==> config.mk <==
export PLATFORM = sky130hd
export DESIGN_NAME = signed_divmod_seq_flat
export DESIGN_NICKNAME = d
export VERILOG_FILES = /design/src/rtl/signed_divmod_seq_if.sv /design/src/rtl/signed_divmod_seq.sv /design/src/flat_wrapper.sv
export SDC_FILE = /design/constraint.sdc
export NUM_CORES = 1
export LEC_CHECK = 0
export BUFFER_PORTS_ARGS = -buffer_cell sky130_fd_sc_hd__buf_2
export CORE_MARGIN = 3
export CORE_UTILIZATION = 40
export CTS_BUF_LIST = sky130_fd_sc_hd__clkbuf_4 sky130_fd_sc_hd__clkbuf_8 sky130_fd_sc_hd__clkbuf_16
export CTS_CLUSTER_DIAMETER = 30
export CTS_CLUSTER_SIZE = 24
export DETAILED_ROUTE_END_ITERATION = 8
export GPL_TIMING_DRIVEN = 0
export SYNTH_ARGS = -nofsm -noshare
export SYNTH_HDL_FRONTEND = slang
export SYNTH_SLANG_ARGS = --single-unit
export TNS_END_PERCENT = 50
==> constraint.sdc <==
create_clock -name clk -period 2.75 [get_ports clk]
set_input_delay 0.1375 -clock clk [delete_from_list [all_inputs] [get_ports clk]]
set_output_delay 0.1375 -clock clk [all_outputs]
set_load 0.02 [all_outputs]
==> src/rtl/signed_divmod_seq_if.sv <==
`default_nettype none
// ============================================================================
// Module      : signed_divmod_seq_if
// Description : Operand/result handshake bundle for signed_divmod_seq.
// Revision    : 1.0 - initial release
// ============================================================================
interface signed_divmod_seq_if #(
  parameter int W     = 8,
  parameter int OUT_W = 12
);
  logic             in_valid;
  logic             in_ready;
  logic [W-1:0]     dividend;
  logic [W-1:0]     divisor;
  logic             out_valid;
  logic             out_ready;
  logic [W-1:0]     quotient;
  logic [W-1:0]     remainder;
  logic [OUT_W-1:0] rem_ext;
  logic             div_zero;

  modport master (
    output in_valid, dividend, divisor, out_ready,
    input  in_ready, out_valid, quotient, remainder, rem_ext, div_zero
  );

  modport slave (
    input  in_valid, dividend, divisor, out_ready,
    output in_ready, out_valid, quotient, remainder, rem_ext, div_zero
  );
endinterface
`default_nettype wire

==> src/rtl/signed_divmod_seq.sv <==
`default_nettype none
// ============================================================================
// Module      : signed_divmod_seq
// Description : Multi-cycle restoring signed divider, truncating quotient and
//               dividend-signed remainder, with sign-extended remainder bus.
// Revision    : 1.0 - initial release
// ============================================================================
module signed_divmod_seq #(
  parameter int W     = 8,
  parameter int OUT_W = 12
) (
  input  logic                 clk,
  input  logic                 rst,
  signed_divmod_seq_if.slave   bus
);
  localparam int CW = $clog2(W + 1);

  typedef enum logic [1:0] {
    S_IDLE = 2'd0,
    S_BUSY = 2'd1,
    S_DONE = 2'd2
  } state_t;

  state_t           r_state;
  logic [CW-1:0]    r_count;
  logic             r_neg_q;
  logic             r_neg_r;
  logic             r_div_zero;
  logic [W-1:0]     r_dividend;
  logic [W-1:0]     r_div_mag;
  logic [W-1:0]     r_quo;
  logic [W-1:0]     r_rem;
  logic             r_in_ready;
  logic             r_out_valid;
  logic [W-1:0]     r_quotient;
  logic [W-1:0]     r_remainder;
  logic [OUT_W-1:0] r_rem_ext;
  logic             r_dz_out;

  logic [W:0]       w_shift;
  logic [W-1:0]     w_diff;
  logic             w_fits;
  logic [W-1:0]     w_rem_next;
  logic [W-1:0]     w_quo_next;
  logic [W-1:0]     w_q_signed;
  logic [W-1:0]     w_r_signed;
  logic [OUT_W-1:0] w_r_ext;
  logic [W-1:0]     w_dd_mag;
  logic [W-1:0]     w_dv_mag;

  // One restoring step; when the trial subtract fits, the true difference is
  // below the divisor, so the W-bit modular result is exact.
  always_comb begin
    w_dd_mag   = bus.dividend[W-1] ? -bus.dividend : bus.dividend;
    w_dv_mag   = bus.divisor[W-1]  ? -bus.divisor  : bus.divisor;
    w_shift    = {r_rem, r_quo[W-1]};
    w_fits     = (w_shift >= {1'b0, r_div_mag});
    w_diff     = w_shift[W-1:0] - r_div_mag;
    w_rem_next = w_fits ? w_diff : w_shift[W-1:0];
    w_quo_next = {r_quo[W-2:0], w_fits};
    w_q_signed = r_div_zero ? {W{1'b1}}  : (r_neg_q ? -w_quo_next : w_quo_next);
    w_r_signed = r_div_zero ? r_dividend : (r_neg_r ? -w_rem_next : w_rem_next);
  end

  generate
    if (OUT_W > W) begin : g_ext
      assign w_r_ext = {{(OUT_W-W){w_r_signed[W-1]}}, w_r_signed};
    end else begin : g_noext
      assign w_r_ext = w_r_signed;
    end
  endgenerate

  always_ff @(posedge clk or posedge rst) begin
    if (rst) begin
      r_state     <= S_IDLE;
      r_count     <= '0;
      r_neg_q     <= 1'b0;
      r_neg_r     <= 1'b0;
      r_div_zero  <= 1'b0;
      r_dividend  <= '0;
      r_div_mag   <= '0;
      r_quo       <= '0;
      r_rem       <= '0;
      r_in_ready  <= 1'b1;
      r_out_valid <= 1'b0;
      r_quotient  <= '0;
      r_remainder <= '0;
      r_rem_ext   <= '0;
      r_dz_out    <= 1'b0;
    end else begin
      case (r_state)
        S_IDLE: begin
          if (bus.in_valid) begin
            r_neg_q    <= bus.dividend[W-1] ^ bus.divisor[W-1];
            r_neg_r    <= bus.dividend[W-1];
            r_div_zero <= (bus.divisor == '0);
            r_dividend <= bus.dividend;
            r_quo      <= w_dd_mag;
            r_div_mag  <= w_dv_mag;
            r_rem      <= '0;
            r_count    <= CW'(W);
            r_in_ready <= 1'b0;
            r_state    <= S_BUSY;
          end
        end
        S_BUSY: begin
          r_rem   <= w_rem_next;
          r_quo   <= w_quo_next;
          r_count <= r_count - 1'b1;
          if (r_count == CW'(1)) begin
            r_quotient  <= w_q_signed;
            r_remainder <= w_r_signed;
            r_rem_ext   <= w_r_ext;
            r_dz_out    <= r_div_zero;
            r_out_valid <= 1'b1;
            r_state     <= S_DONE;
          end
        end
        S_DONE: begin
          if (bus.out_ready) begin
            r_out_valid <= 1'b0;
            r_in_ready  <= 1'b1;
            r_state     <= S_IDLE;
          end
        end
        default: begin
          r_out_valid <= 1'b0;
          r_in_ready  <= 1'b1;
          r_state     <= S_IDLE;
        end
      endcase
    end
  end

  assign bus.in_ready  = r_in_ready;
  assign bus.out_valid = r_out_valid;
  assign bus.quotient  = r_quotient;
  assign bus.remainder = r_remainder;
  assign bus.rem_ext   = r_rem_ext;
  assign bus.div_zero  = r_dz_out;
endmodule
`default_nettype wire
==> src/flat_wrapper.sv <==
// flat-port wrapper written by rule: the top's interface ports become plain ports
module signed_divmod_seq_flat 
#(
  parameter int W     = 8,
  parameter int OUT_W = 12
)
  (clk, rst, bus_in_valid, bus_dividend, bus_divisor, bus_out_ready, bus_in_ready, bus_out_valid, bus_quotient, bus_remainder, bus_rem_ext, bus_div_zero);
  signed_divmod_seq_if #(.W(W), .OUT_W(OUT_W)) bus_i ();
  input  logic clk;
  input  logic rst;
  input wire logic [$bits(bus_i.in_valid)-1:0] bus_in_valid;
  input wire logic [$bits(bus_i.dividend)-1:0] bus_dividend;
  input wire logic [$bits(bus_i.divisor)-1:0] bus_divisor;
  input wire logic [$bits(bus_i.out_ready)-1:0] bus_out_ready;
  output wire logic [$bits(bus_i.in_ready)-1:0] bus_in_ready;
  output wire logic [$bits(bus_i.out_valid)-1:0] bus_out_valid;
  output wire logic [$bits(bus_i.quotient)-1:0] bus_quotient;
  output wire logic [$bits(bus_i.remainder)-1:0] bus_remainder;
  output wire logic [$bits(bus_i.rem_ext)-1:0] bus_rem_ext;
  output wire logic [$bits(bus_i.div_zero)-1:0] bus_div_zero;
  assign bus_i.in_valid = bus_in_valid;
  assign bus_i.dividend = bus_dividend;
  assign bus_i.divisor = bus_divisor;
  assign bus_i.out_ready = bus_out_ready;
  assign bus_in_ready = bus_i.in_ready;
  assign bus_out_valid = bus_i.out_valid;
  assign bus_quotient = bus_i.quotient;
  assign bus_remainder = bus_i.remainder;
  assign bus_rem_ext = bus_i.rem_ext;
  assign bus_div_zero = bus_i.div_zero;
  signed_divmod_seq #(.W(W), .OUT_W(OUT_W)) u_core (.clk(clk), .rst(rst), .bus(bus_i));
endmodule
### After elaboration in Yosys (flattened, before gate mapping)

Index checks and enable logic that the tools add are counted.

* bits in registers: 68
* input bits: 20
* output and inout bits: 31

* add/subtract/negate cells: 6
* order comparisons: 1
* equality and inequality tests: 6
* mux-type cells: 23
* bitwise operators: 3
* reductions and logical operators: 9

Operator list (number)
* 8-bit two-way mux: 9
* 8-bit negator: 4
* 8-bit case mux with 2 select lines: 2
* 9-bit by 8-bit >= comparator with 1-bit output: 1
* 3-bit AND reduction: 3
* 8-bit zero test: 1
* 4-bit case mux with 2 select lines: 1
* 8-bit subtractor: 1
* 2-bit two-way mux: 3
* 1-bit case mux with 3 select lines: 2
* 2-bit case mux with 3 select lines: 1
* 2-bit AND reduction: 3
* 4-bit by 1-bit == test with 1-bit output (second input constant): 1
* 1-bit two-way mux: 4
* 4-bit two-way mux: 1
* 2-bit != test (second input constant): 2
* 4-bit by 1-bit subtractor with 4-bit output (second input constant): 1
* 2-bit by 1-bit == test with 1-bit output (second input constant): 1
* 2-bit == test (second input constant): 1
* 2-bit zero test: 1
* 2-bit by 1-bit != test with 1-bit output (second input constant): 1
* 1-bit NOT: 2
* 2-bit nonzero test: 1
* 1-bit bitwise XOR: 1

### Logic depth before layout (Yosys ltp)

* depth in word-level cells: 5
* gate-level depth with buffers: 13
* depth with buffers taken out: 12

### Worst setup path after synthesis

Ideal clock, no wire load.

* path type: flip-flop to flip-flop
* start point: register u_core.r_quo[7]
* end point: register u_core.r_remainder[6], in the netlist u_core.bus.remainder[6]
* setup time: 0.128 ns
* arrival: 2.559 ns
* data required time: 2.622 ns
* setup slack: 0.063 ns
* cell stages (with the launch flop): 12
* path buffers: 0
* period minus slack after synthesis: 2.687 ns
* path through: dfrtp_1 inv_1 ha_1 inv_1 fa_1 a211oi_1 nor2_1 xor2_1 or3_1 o311ai_1 mux2i_1 nand3_1

* word-level cells in the longest chain between the ends: 5
* elaborated cells on any way between the ends: 6

Ends and longest elaborated chain
* from (decl): RTL line signed_divmod_seq.sv:31 `logic [W-1:0] r_quo;`
* from (signal assigned): RTL line signed_divmod_seq.sv:98 `r_quo <= w_dd_mag;`
* from (signal assigned): RTL line signed_divmod_seq.sv:108 `r_quo <= w_quo_next;`
* 8-bit subtractor / 9-bit by 8-bit >= comparator with 1-bit output (equally long branches): RTL line signed_divmod_seq.sv:58, signed_divmod_seq.sv:57
* 8-bit two-way mux (*): RTL line signed_divmod_seq.sv:59 `w_rem_next = w_fits ? w_diff : w_shift[W-1:0];`
* 8-bit negator: RTL line signed_divmod_seq.sv:62 `w_r_signed = r_div_zero ? r_dividend : (r_neg_r ? -w_rem_next : w_rem_next);`
* 8-bit two-way mux (*) (2 in series): RTL line signed_divmod_seq.sv:62
* to (signal assigned): RTL line signed_divmod_seq.sv:112 `r_remainder <= w_r_signed;`
* to (decl): RTL line signed_divmod_seq.sv:36 `logic [W-1:0] r_remainder;`

Every way passes the cells marked *; elsewhere a longest branch is shown, timed or not.
A chain may end at the register's enable or synchronous reset.

### Worst setup path in the final report

Same ends and word-level chain as after synthesis.

==> impl_metrics.yaml <==
worst_setup_path:
  worstSetupPathType: "reg2reg"
  start_kind: "flip-flop"
  cp.arrival_ns: 2.88
  crit_fanout: 4
  crit_path_end_kind: "flip-flop"
  crit_required_ns: 2.97
sta:
  hold_viol_final: 0
  maxSlewViolCount: 0
  setup_viol: 0
  max_slew_margin: 0.5164
  skew_ns: 0.01241
  rsz0062_at_grt: "true"
  fmax_mhz: 376.7
  fin_crit_sh: 0.9653
  fin_worst_hold_slack_ns: 0.03905
  setup_slack_ns: 0.09548
  finalSetupTns_ns: 0
  worst_slew_pin_slew_ns: 0.7203
  min_period_ns: 2.655
logic_synthesis:
  synth_top_area_share: 0.3958
  synth.distinct_cells: 51
  ys.warnings.count: 0
  synthCells: 420
  ys_ff_latch: 59
  ys.flop_type: "dfrtp_1"
  syn_nets: 454
  synth_most_common_cell: "nand2_1"
  async_reset_ff_frac: 1.000
  synth_edf_count: 0
  yosysTopAreaCell: "dfrtp_1"
  syn_area_per_cell_sq_um: 8.732
  ys_top_cells_by_count: "nand2_1, dfrtp_1, o21ai_0"
  synth_area_leaders: "dfrtp_1, nand2_1, o21ai_0, xor2_1, ha_1"
  ys_seq_area_frac: 0.4029
  syn_area_sq_um: 3667
placement:
  place_congestion: 0.8308
  pre_cts_ws_ns: -0.3745
  port_buffers: 48
  postPlaceCellArea_sq_um: 4063
  hpwl_um: 6859
clocking:
  htreeDepth: 3
  cts_tree: "built"
  clkSinkCount: 59
  cts_buffers: 9
  clock_latency_ns: 0.34
  clockRootBuffer: "clkbuf_8"
  path_clk_slew_ns: 0.07
  cts_max_path_buffers: 2
global_route:
  grt_pass1_vias: 3022
  grt-ovfl-total: 0
  antenna_found_initial: 0
  grt_max_degree: 38
  track_usage: 0.1918
  grt_pass1_wl_um: 15320
drt:
  drtPass1Iterations: 4
  vias_per_cell: 5.272
  wl_per_cell_um: 15.33
  routed-via-count: 3179
  postRouteAntennaNets: 0
  route.detailed.drc: 0
  wirelength_um: 9242
  drt_iter0_drc: 216
floorplanning:
  core_area_sq_um: 8806
  ios: 51
  dieArea_sq_um: 10350
  start_util: 0.4165
  rows: 34
  fp.dieH_um: 101.8
  dieWidth_um: 101.8
power:
  p_per_area_nw_per_um2: 1472
  p_leak_nw: 2.060
  irDropWorstVdd_mv: 0.5750
final_layout:
  final_util: 0.5043
  fin_nets: 524
  drive_gt1_frac: 0.2444
  synthToLayoutAreaGrowth_pct: 21.08
  fin_area_sq_um: 4441
  num_antenna_cells: 0
min_path:
  hold_class: "in2reg"
status:
  status: "finished clean"
job:
  maxCapViolCount: 0
==> timing repair <==
item | 4_1_cts | 5_1_grt
setup buffers | 5 | 4
pin swaps | 3 | 2
hold buffers | 1 | 0
resized for setup | 10 | 14
setup endpoints to repair | 9 | 6
hold endpoints to repair | 21 | 0
==> area by class of cell <==
class / instances / area [sq um]
Clock inverter: 6 / 41.29
Sequential cell: 59 / 1483
Buffer: 32 / 177.7
Inverter: 23 / 88.84
Fill cell: 830 / 4365
Multi-Input combinational cell: 306 / 2039
Clock buffer: 10 / 137.6
Timing Repair Buffer: 59 / 337.8
Tap cell: 108 / 135.1
==> metal layers <==
layer / part of all wire / GRT usage / up-vias / routed length [um]
li1: - / - / 1582 / -
met1: 0.48 / 0.2692 / 1502 / 4431
met2: 0.46 / 0.2968 / 82 / 4245
met3: 0.046 / 0.03994 / 13 / 425
met4: 0.015 / 0.06237 / 0 / 139
met5: 0 / 0 / - / 0
==> state kept, by name, indices dropped and copies added (netlist names) <==
register / count
u_core.bus.div_zero: 1
u_core.r_dividend: 8
u_core.r_count: 4
u_core.bus.out_valid: 1
u_core.r_quo: 8
u_core.r_div_mag: 8
u_core.r_state: 2
u_core.bus.in_ready: 1
u_core.bus.remainder: 8
u_core.bus.quotient: 8
u_core.r_div_zero: 1
u_core.r_neg_q: 1
u_core.r_rem: 8
==> cell families after synthesis <==
kind of cell             synth area share
multiplexers                      0.03685
flip-flops                         0.4029
adder cells (fa/ha/maj)           0.04981
XOR/XNOR                          0.06687
AND/OR/NAND/NOR                    0.1962
buffers and inverters             0.07096
AO/OA/AOI/OAI                      0.1764
==> worst max-delay path: stages (launching register included) <==
cell	delay (ns)
dfrtp_1	0.39
inv_1	0.08
ha_1	0.17
inv_1	0.06
fa_2	0.38
a211oi_2	0.24
nor2_1	0.09
xor2_1	0.20
or3_4	0.39
o311ai_4	0.23
mux2i_1	0.24
nand3_1	0.08
==> cell usage in the layout (no fill, tap or decap), types with 10 or more instances in the layout <==
cell      instances
dfrtp_1          54
inv_1            20
nand2_1          61
o21ai_0          40
nor2_1           32
buf_2            49
clkbuf_8         10
a21oi_1          24
buf_4            21
nand3_1          14
xor2_1           20
clkbuf_1         17
==> stage by stage <==
stage | total power [mW] | instances
2_1_floorplan | 4.457 | 420
3_3_place_gp | 5.307 | 576
3_5_place_dp | 5.399 | 577
4_1_cts | 6.353 | 599
5_1_grt | 7.143 | 603
6_report | 6.537 | 603
==> power breakdown <==
group | internal, mW | switching [mW] | leakage [nW] | total, mW
sequential | 1.29 | 0.361 | 0.710 | 1.65
clock | 0.349 | 0.370 | 0.0843 | 0.719
combinational | 1.78 | 2.39 | 1.27 | 4.16
total | 3.42 | 3.12 | 2.06 | 6.54
==> worst paths after layout <==
kind / startpoint / end / slack, ns / cells past startpoint
setup / recovery: u_core.r_quo[7] / u_core.bus.remainder[6] / 0.1 / 11
hold / removal: bus_out_ready / u_core.bus.in_ready / 0.04 / 3
setup reg to reg: u_core.r_quo[7] / u_core.bus.remainder[6] / 0.1 / 11
hold reg to reg: u_core.bus.quotient[2] / u_core.bus.quotient[2] / 0.46 / 2
max in group asynchronous: rst / u_core.r_rem[4] / 1.80 / 4
min in group asynchronous: rst / u_core.bus.out_valid / 0.36 / 3
Note: power is estimated with default switching activity, not from simulation.
